File: src/rtl/fifo_sync_status_if.sv
// Handshake/status bundle between a producer/consumer pair and fifo_sync_status.
// The master side drives requests and write data; the slave side (the FIFO)
// drives the show-ahead head entry, occupancy and status flags.
interface fifo_sync_status_if #(
   parameter int DEPTH      = 8,
   parameter int DATA_WIDTH = 8
);
   localparam int CW = $clog2(DEPTH + 1);

   logic                  wren;
   logic [DATA_WIDTH-1:0] i_data;
   logic                  rden;
   logic                  flush;
   logic                  clr_err;
   logic [DATA_WIDTH-1:0] o_data;
   logic                  full;
   logic                  empty;
   logic                  almost_full;
   logic                  almost_empty;
   logic [CW-1:0]         count;
   logic                  overflow;
   logic                  underflow;

   modport master (
      output wren, i_data, rden, flush, clr_err,
      input  o_data, full, empty, almost_full, almost_empty, count, overflow, underflow
   );

   modport slave (
      input  wren, i_data, rden, flush, clr_err,
      output o_data, full, empty, almost_full, almost_empty, count, overflow, underflow
   );
endinterface

File: src/rtl/fifo_sync_status.sv
// Single-clock show-ahead FIFO with arbitrary depth, occupancy count,
// programmable almost-full/almost-empty thresholds, synchronous flush and
// sticky overflow/underflow flags. Status flags are registered from the
// next-state count so no request input reaches them combinationally.
module fifo_sync_status #(
   parameter int DEPTH      = 8,
   parameter int DATA_WIDTH = 8,
   parameter int AF_THRESH  = 6,
   parameter int AE_THRESH  = 1
) (
   input  logic              clk,
   input  logic              rst_n,
   fifo_sync_status_if.slave bus
);
   localparam int CW = $clog2(DEPTH + 1);
   localparam int PW = $clog2(DEPTH);

   localparam logic [CW-1:0] DEPTH_C  = CW'(DEPTH);
   localparam logic [CW-1:0] AF_C     = CW'(AF_THRESH);
   localparam logic [CW-1:0] AE_C     = CW'(AE_THRESH);
   localparam logic [PW-1:0] LAST_PTR = PW'(DEPTH - 1);

   // Pointer advance with explicit wrap so non-power-of-2 depths work.
   function automatic logic [PW-1:0] ptr_inc(input logic [PW-1:0] p);
      logic [PW-1:0] n;
      if (p == LAST_PTR) begin
         n = {PW{1'b0}};
      end else begin
         n = p + PW'(1);
      end
      return n;
   endfunction

   logic [DATA_WIDTH-1:0] mem_q [DEPTH];

   logic [PW-1:0] wr_ptr_q, wr_ptr_d;
   logic [PW-1:0] rd_ptr_q, rd_ptr_d;
   logic [CW-1:0] count_q,  count_d;
   logic          full_q,   full_d;
   logic          empty_q,  empty_d;
   logic          af_q,     af_d;
   logic          ae_q,     ae_d;
   logic          ovf_q,    ovf_d;
   logic          udf_q,    udf_d;

   logic rd_ok_s;
   logic wr_ok_s;
   logic wr_en_s;
   logic ovf_set_s;
   logic udf_set_s;

   // A write while full is only accepted when the head pops in the same cycle.
   assign rd_ok_s   = bus.rden & ~empty_q;
   assign wr_ok_s   = bus.wren & (~full_q | bus.rden);
   assign wr_en_s   = wr_ok_s & ~bus.flush;
   assign ovf_set_s = bus.wren & full_q & ~bus.rden & ~bus.flush;
   assign udf_set_s = bus.rden & empty_q & ~bus.flush;

   // Next-state pointers, occupancy, derived flags and sticky error flags.
   always_comb begin
      wr_ptr_d = wr_ptr_q;
      rd_ptr_d = rd_ptr_q;
      count_d  = count_q;
      if (bus.flush) begin
         wr_ptr_d = {PW{1'b0}};
         rd_ptr_d = {PW{1'b0}};
         count_d  = {CW{1'b0}};
      end else begin
         if (wr_ok_s) begin
            wr_ptr_d = ptr_inc(wr_ptr_q);
         end else begin
            wr_ptr_d = wr_ptr_q;
         end
         if (rd_ok_s) begin
            rd_ptr_d = ptr_inc(rd_ptr_q);
         end else begin
            rd_ptr_d = rd_ptr_q;
         end
         case ({wr_ok_s, rd_ok_s})
            2'b10:   count_d = count_q + CW'(1);
            2'b01:   count_d = count_q - CW'(1);
            default: count_d = count_q;
         endcase
      end

      full_d  = (count_d == DEPTH_C);
      empty_d = (count_d == {CW{1'b0}});
      af_d    = (count_d >= AF_C);
      ae_d    = (count_d <= AE_C);

      // A new error event wins over a simultaneous clear.
      if (ovf_set_s) begin
         ovf_d = 1'b1;
      end else if (bus.clr_err) begin
         ovf_d = 1'b0;
      end else begin
         ovf_d = ovf_q;
      end
      if (udf_set_s) begin
         udf_d = 1'b1;
      end else if (bus.clr_err) begin
         udf_d = 1'b0;
      end else begin
         udf_d = udf_q;
      end
   end

   // Control and status state; asynchronous return to the empty state.
   always_ff @(posedge clk or negedge rst_n) begin
      if (!rst_n) begin
         wr_ptr_q <= {PW{1'b0}};
         rd_ptr_q <= {PW{1'b0}};
         count_q  <= {CW{1'b0}};
         full_q   <= 1'b0;
         empty_q  <= 1'b1;
         af_q     <= 1'b0;
         ae_q     <= 1'b1;
         ovf_q    <= 1'b0;
         udf_q    <= 1'b0;
      end else begin
         wr_ptr_q <= wr_ptr_d;
         rd_ptr_q <= rd_ptr_d;
         count_q  <= count_d;
         full_q   <= full_d;
         empty_q  <= empty_d;
         af_q     <= af_d;
         ae_q     <= ae_d;
         ovf_q    <= ovf_d;
         udf_q    <= udf_d;
      end
   end

   // Storage array; intentionally not reset, written only on an accepted write.
   always_ff @(posedge clk) begin
      if (wr_en_s) begin
         mem_q[wr_ptr_q] <= bus.i_data;
      end
   end

   // Show-ahead head entry, forced to zero while empty so stale data never leaks.
   assign bus.o_data       = empty_q ? {DATA_WIDTH{1'b0}} : mem_q[rd_ptr_q];
   assign bus.full         = full_q;
   assign bus.empty        = empty_q;
   assign bus.almost_full  = af_q;
   assign bus.almost_empty = ae_q;
   assign bus.count        = count_q;
   assign bus.overflow     = ovf_q;
   assign bus.underflow    = udf_q;

endmodule

File: src/flat_wrapper.sv
// flat-port wrapper written by rule: the top's interface ports become plain ports
module fifo_sync_status_flat 
#(
   parameter int DEPTH      = 8,
   parameter int DATA_WIDTH = 8,
   parameter int AF_THRESH  = 6,
   parameter int AE_THRESH  = 1
)
  (clk, rst_n, bus_wren, bus_i_data, bus_rden, bus_flush, bus_clr_err, bus_o_data, bus_full, bus_empty, bus_almost_full, bus_almost_empty, bus_count, bus_overflow, bus_underflow);
  fifo_sync_status_if #(.DEPTH(DEPTH), .DATA_WIDTH(DATA_WIDTH)) bus_i ();
  input  logic clk;
  input  logic rst_n;
  input wire logic [$bits(bus_i.wren)-1:0] bus_wren;
  input wire logic [$bits(bus_i.i_data)-1:0] bus_i_data;
  input wire logic [$bits(bus_i.rden)-1:0] bus_rden;
  input wire logic [$bits(bus_i.flush)-1:0] bus_flush;
  input wire logic [$bits(bus_i.clr_err)-1:0] bus_clr_err;
  output wire logic [$bits(bus_i.o_data)-1:0] bus_o_data;
  output wire logic [$bits(bus_i.full)-1:0] bus_full;
  output wire logic [$bits(bus_i.empty)-1:0] bus_empty;
  output wire logic [$bits(bus_i.almost_full)-1:0] bus_almost_full;
  output wire logic [$bits(bus_i.almost_empty)-1:0] bus_almost_empty;
  output wire logic [$bits(bus_i.count)-1:0] bus_count;
  output wire logic [$bits(bus_i.overflow)-1:0] bus_overflow;
  output wire logic [$bits(bus_i.underflow)-1:0] bus_underflow;
  assign bus_i.wren = bus_wren;
  assign bus_i.i_data = bus_i_data;
  assign bus_i.rden = bus_rden;
  assign bus_i.flush = bus_flush;
  assign bus_i.clr_err = bus_clr_err;
  assign bus_o_data = bus_i.o_data;
  assign bus_full = bus_i.full;
  assign bus_empty = bus_i.empty;
  assign bus_almost_full = bus_i.almost_full;
  assign bus_almost_empty = bus_i.almost_empty;
  assign bus_count = bus_i.count;
  assign bus_overflow = bus_i.overflow;
  assign bus_underflow = bus_i.underflow;
  fifo_sync_status #(.DEPTH(DEPTH), .DATA_WIDTH(DATA_WIDTH), .AF_THRESH(AF_THRESH), .AE_THRESH(AE_THRESH)) u_core (.clk(clk), .rst_n(rst_n), .bus(bus_i));
endmodule
File: config.mk
export PLATFORM = sky130hd
export DESIGN_NAME = fifo_sync_status_flat
export DESIGN_NICKNAME = d
export VERILOG_FILES = /design/src/rtl/fifo_sync_status_if.sv /design/src/rtl/fifo_sync_status.sv /design/src/flat_wrapper.sv
export SDC_FILE = /design/constraint.sdc
export NUM_CORES = 1
export LEC_CHECK = 0
export CAP_MARGIN = 15
export CORE_ASPECT_RATIO = 2
export CORE_MARGIN = 3
export CORE_UTILIZATION = 25
export CTS_CLUSTER_SIZE = 28
export DETAILED_ROUTE_END_ITERATION = 16
export GPL_TIMING_DRIVEN = 0
export PLACE_DENSITY = 0.53
export SYNTH_ARGS = -nofsm -noshare
export SYNTH_HDL_FRONTEND = slang
export SYNTH_SLANG_ARGS = --single-unit
File: constraint.sdc
create_clock -name clk -period 3.15 [get_ports clk]
set_clock_uncertainty 0.2 [all_clocks]
set_input_delay 0.63 -clock clk [delete_from_list [all_inputs] [get_ports clk]]
set_output_delay 0.63 -clock clk [all_outputs]
set_load 0.01 [all_outputs]
# Word-level counts from Yosys, hierarchy flattened
# Memory sizes are Yosys's and may differ from the RTL's.
# Cells that the tools add are included.
# totals
regBits	16
inputBits	14
memories	1
mem_bits_rw	64
output_inout_bits	18
# op_classes
n_lt_le_gt_ge	2
n_eq_ne	5
n_mux	14
addsub	4
reduce_logical	5
bitwise_logic	13
# mem_list
name	words	word_bits	read_ports	rd_ports_with_merged_regs	wr	line	source
u_core.mem_q	8	8	1	0	1	fifo_sync_status.sv:34	logic [DATA_WIDTH-1:0] mem_q [DEPTH];
# op_table
cell	count
$mux 3	6
$and 1x1->1	8
$mux 8	1
$pmux 4 s2	1
$reduce_bool 2->1	4
$add 3x1->3 const B	2
$eq 3x3->1 const B	2
$mux 1	5
$add 4x1->4 const B	1
$eq 4x4->1 const B	1
$ge 4x3->1 const B	1
$le 4x1->1 const B	1
$logic_not 4->1	1
$mux 4	1
$not 1->1	4
$sub 4x1->4 const B	1
$eq 2x1->1 const B	1
$eq 2x2->1 const B	1
$or 1x1->1	1

# Depth between registers and ports, before layout
# depth
ltp_word	7
mapped_depth	10

# Worst setup path before layout
# Ideal clock, no wire load.
# synth_timing
kind	register to register
start	register u_core.empty_q, in the netlist u_core.bus.empty
end	register u_core.full_q, in the netlist u_core.bus.full
arrival_ns	2.505
slack_ns	0.349
period_less_slack_ns	2.801
t_required_ns	2.855
path_stages_with_launch	11
path_buffers	2
path_cell_list	dfstp_2 -> clkbuf_1 -> nand2b_1 -> inv_1 -> ha_1 -> buf_2 -> nor2b_1 -> nand4b_1 -> and4bb_4 -> xor2_4 -> nor4bb_4
# synth_between
elab_chain_len	6
elab_cells_between_ends	7
# synth_lines
item	line	source
start: declaration	fifo_sync_status.sv:40	logic empty_q, empty_d;
start signal: assignment	fifo_sync_status.sv:125	empty_q <= empty_d;
$not 1->1 (*)	fifo_sync_status.sv:53	assign rd_ok_s = bus.rden & ~empty_q;
$and 1x1->1 (*)	fifo_sync_status.sv:53	
$eq 2x1->1 or $eq 2x2->1 (tied branches)	fifo_sync_status.sv:79	case ({wr_ok_s, rd_ok_s})
$pmux 4 s2 (*)	fifo_sync_status.sv:79	
$mux 4 (*)	fifo_sync_status.sv:64	if (bus.flush) begin
$eq 4x4->1 (*)	fifo_sync_status.sv:86	full_d = (count_d == DEPTH_C);
via u_core.full_d	fifo_sync_status.sv:39	logic full_q, full_d;
end signal: assignment	fifo_sync_status.sv:124	full_q <= full_d;
end: declaration	fifo_sync_status.sv:39	
# The timed path passes the listed nets; every way through them passes the cells marked *.
# A chain may end at the register's enable or synchronous reset.

# Worst setup path after layout
# layout_timing
start	input port bus_rden
end	register u_core.full_q, in the netlist u_core.bus.full
# layout_between
elab_chain_len	6
elab_cells_between_ends	8
# layout_lines
item	line	source
start: declaration	flat_wrapper.sv:15	input wire logic [$bits(bus_i.rden)-1:0] bus_rden;
$or 1x1->1	fifo_sync_status.sv:54	assign wr_ok_s = bus.wren & (~full_q | bus.rden);
$and 1x1->1	fifo_sync_status.sv:54	
$eq 2x1->1 or $eq 2x2->1 (tied branches)	fifo_sync_status.sv:79	
$pmux 4 s2 (*)	fifo_sync_status.sv:79	
$mux 4 (*)	fifo_sync_status.sv:64	
$eq 4x4->1 (*)	fifo_sync_status.sv:86	
via u_core.full_d	fifo_sync_status.sv:39	
# Marked as above.

==> run summary <==
### Run
* 0 — Max Cap Violations

### Logic synthesis
* 3370 µm² — summed instance area of the synthesized netlist
* 218 — Post-Syn Nets
* 80 — number of synthesized register bits
* 36 — distinct cell type count of the synthesized netlist
* sky130_fd_sc_hd__edfxtp_1, sky130_fd_sc_hd__mux4_2, sky130_fd_sc_hd__dfrtp_1 — Synth area leaders
* sky130_fd_sc_hd__edfxtp_1, sky130_fd_sc_hd__nor2_1, sky130_fd_sc_hd__mux4_2 — top post-synthesis cells by count
* sky130_fd_sc_hd__edfxtp_1 — most instantiated flip-flop cell in the synthesis netlist
* 198 — post-synthesis instance total
* 57.0% — area fraction of the dominant cell type after synthesis
* 68.9% — part of the Yosys area used for sequential elements
* 20.0% — asr flop ratio synth
* 17.0 µm² — Synth Area per Inst
* 64 — number of synthesized flops with an enable pin
* sky130_fd_sc_hd__edfxtp_1 — biggest area consumer among synthesized cells
* 0 — warnings from Yosys
* sky130_fd_sc_hd__edfxtp_1 — dominant cell by count in the synthesized netlist

### Critical path
* 2950 ps — CP arrival
* 520 ps — worst stage delay on the critical path
* 3190 ps — Critical Path RT
* clkdlybuf4s50_1 -> nand2b_2 -> nand2_1 -> ha_1 -> buf_2 -> nor4_1 -> o21ai_0 -> and4bb_4 -> xor2_4 -> nor4bb_4 — chain of cells forming the critical path
* sky130_fd_sc_hd__clkdlybuf4s50_1 — slowest stage cell on the critical path
* input port — Critical Path Start Type
* simple AND/OR/NAND/NOR gates — cell class contributing the biggest share of worst-path delay
* 9 — highest net fanout along the worst path
* in2reg — worst setup path category
* register — sort of element at the end of the critical path
* 2 — buffers plus inverters on the worst setup path
* 9 — number of cells on the worst reg-to-reg path
* 10 — critical path depth

### Placed design
* 3870 µm² — cell area reported after detailed placement
* 0.720 — final estimated routing congestion in global placement
* 4.82 mm — dpl hpwl
* -259 ps — post-placement worst setup slack
* 30 — IO Port Bufs

### Timing
* false — RSZ-0062 raised after global routing
* 954 ps — slew at the pin with the worst max-slew slack
* 0.343 GHz — Max Freq
* 2920 ps — Tmin final
* 92.6% — share of the cycle needed by the critical path after routing
* 0 — endpoints failing setup
* 233 ps — post-layout worst setup margin
* 36.2% — worst rel slew slack
* 0 — final max-slew violation count
* 0 — count of endpoints failing hold in the final timing report

### Route
* 4 — count of TritonRoute iterations in the first routing pass
* 17.7 µm — average wire per standard cell
* 4.63 — routed vias/inst
* 119 — violation count after the first detailed-route iteration
* 6.97 mm — final WL
* 1828 — Vias
* 0 — final antenna-violating net count
* 0 — DRC errors left

### Floorplan
* 88.1 µm — chip width
* 170 µm — vertical die dimension
* 59 — Cell Rows
* 15000 µm² — Die Area
* 25.7% — Initial Util
* 32 — total I/O pin count
* 13100 µm² — core box area

### Power and ir drop
* 2.52 mW — power consumption
* 602 nW/µm² — PD cells
* 0.000327 V — worst supply voltage drop on vdd
* 1.52 nW — static leakage power

### Finish
* 0 — number of inserted diodes
* 18.5% — fraction of layout cells with a size suffix above 1
* 1304 — number of fill cells in the layout
* 4190 µm² — final design area excluding fillers
* 24.2% — area growth from synthesis to layout
* 31.9% — final core area utilization
* 259 — # nets final

### GRT
* 1947 — vias in the first global route
* 0 — initial antenna violation count
* 0 — global route total overflow
* 10.1% — Global Route Usage Sum
* 10.9 mm — first-pass GRT wire length
* 17 — largest net degree at the start of global routing

### Clocking
* 9 — number of clock buffers inserted by TritonCTS
* sky130_fd_sc_hd__clkbuf_16 — cell chosen for the clock root
* 60 ps — post-CTS clock slew at the launch and capture registers of the worst setup and hold paths
* 330 ps — Clock Latency Late Sink
* 0 — CTS hold repair buffers
* 80 — sinks on the clock net
* 2 — clock buffer depth
* yes — clock tree from TritonCTS
* 3 — H-tree levels

### Hold path
* reg2reg — worst hold-check path type
* 2 — Worst Hold Path Cells

### Run status
* complete, no violations — result of the run

## kinds of logic (layout without fill, tap and decap cells)
kind of cell             count (synthesis)  in the layout  share of synthesized area, %
AO/OA/AOI/OAI                           17             17                          3.01
buffers and inverters                   13             58                          1.67
XOR/XNOR                                 3              3                          1.34
AND/OR/NAND/NOR                         54             54                          9.46
multiplexers                            25             25                          13.4
flip-flops                              80             80                          68.9
adder cells (fa/ha/maj)                  6              6                          2.23
## worst reg2reg max path: stages (launching register included)
cell and delay (ps):
sky130_fd_sc_hd__dfstp_2 740, sky130_fd_sc_hd__nand2b_1 260, sky130_fd_sc_hd__inv_1 100, sky130_fd_sc_hd__ha_1 290, sky130_fd_sc_hd__buf_2 170, sky130_fd_sc_hd__nor4_1 210
sky130_fd_sc_hd__o21ai_0 100, sky130_fd_sc_hd__and4bb_4 240, sky130_fd_sc_hd__xor2_4 180, sky130_fd_sc_hd__nor4bb_4 280
## final timing paths
check	endpoint	from	slack, ps
max in group asynchronous	u_core.wr_ptr_q[1]$_DFFE_PN0P_	rst_n	1730
max reg2reg	u_core.bus.full$_DFF_PN0_	u_core.bus.empty$_DFF_PN1_	270
max	u_core.bus.full$_DFF_PN0_	bus_rden	230
min	u_core.bus.overflow$_DFFE_PN0P_	u_core.bus.overflow$_DFFE_PN0P_	340
min in group asynchronous	u_core.bus.overflow$_DFFE_PN0P_	rst_n	550
min reg2reg	u_core.bus.overflow$_DFFE_PN0P_	u_core.bus.overflow$_DFFE_PN0P_	340
## where the power goes
group	internal, mW	leakage (nW)	switching (mW)
Combinational	0.210	0.601	0.178
Clock	0.517	0.130	0.380
Sequential	1.19	0.789	0.0480
## through the flow
stage,hold slack (ps),setup TNS (ps),instances
after floorplan,134,0,198
final,344,0,395
after detailed placement,341,-4460,380
after global routing,368,0,395
after CTS,355,0,394
after global placement,324,-8910,380
## metal layers
metal / track usage, % / wire length (µm) / vias up
met5: 0 / 0 / -
met4: 4.93 / 154 / 0
met3: 2.28 / 295 / 10
met2: 17.8 / 3860 / 43
met1: 11.1 / 2670 / 924
li1: - / - / 851
## layout make-up
class / count / area, µm² / share of cell area (%)
clock inverter: 6 / 27.5 / 0.657
multi-input combinational: 105 / 1010 / 24.0
buffer: 8 / 75.1 / 1.79
inverter: 4 / 15.0 / 0.359
sequential: 80 / 2320 / 55.5
clock buffer: 9 / 225 / 5.38
timing repair buffer: 31 / 324 / 7.74
tap: 152 / 190 / 4.54
## registers in the layout, summed over array words and instances (netlist names)
register and flops:
u_core.bus.count 4, u_core.bus.overflow 1, u_core.bus.underflow 1, u_core.mem_q 64
u_core.bus.almost_empty 1, u_core.bus.almost_full 1, u_core.rd_ptr_q 3, u_core.bus.empty 1
u_core.wr_ptr_q 3, u_core.bus.full 1
## what timing repair did
action / 4_1_cts / 5_1_grt
endpoints found under the setup margin: 13 / 11
buffers inserted: 0 / 1
hold endpoints to repair: 0 / 0
gates resized for setup: 10 / 10
## placed cells by master, fill, tap and decap left out, drive strengths merged, types with 3 or more instances in the layout
cell | synthesis | routed
edfxtp | 64 | 64
clkdlybuf4s50 | 0 | 22
nor2 | 18 | 18
mux4 | 16 | 16
dfrtp | 14 | 14
clkbuf | 4 | 12
nand2 | 10 | 10
mux2i | 9 | 9
a21oi | 8 | 8
dlymetal6s2s | 0 | 7
ha | 6 | 6
clkinv | 0 | 6
buf | 5 | 6
nand2b | 5 | 5
inv | 4 | 4
nor3 | 4 | 4
o21ai | 3 | 3
xor2 | 3 | 3
nor3b | 3 | 3
Note: power is estimated with default switching activity, not from simulation.
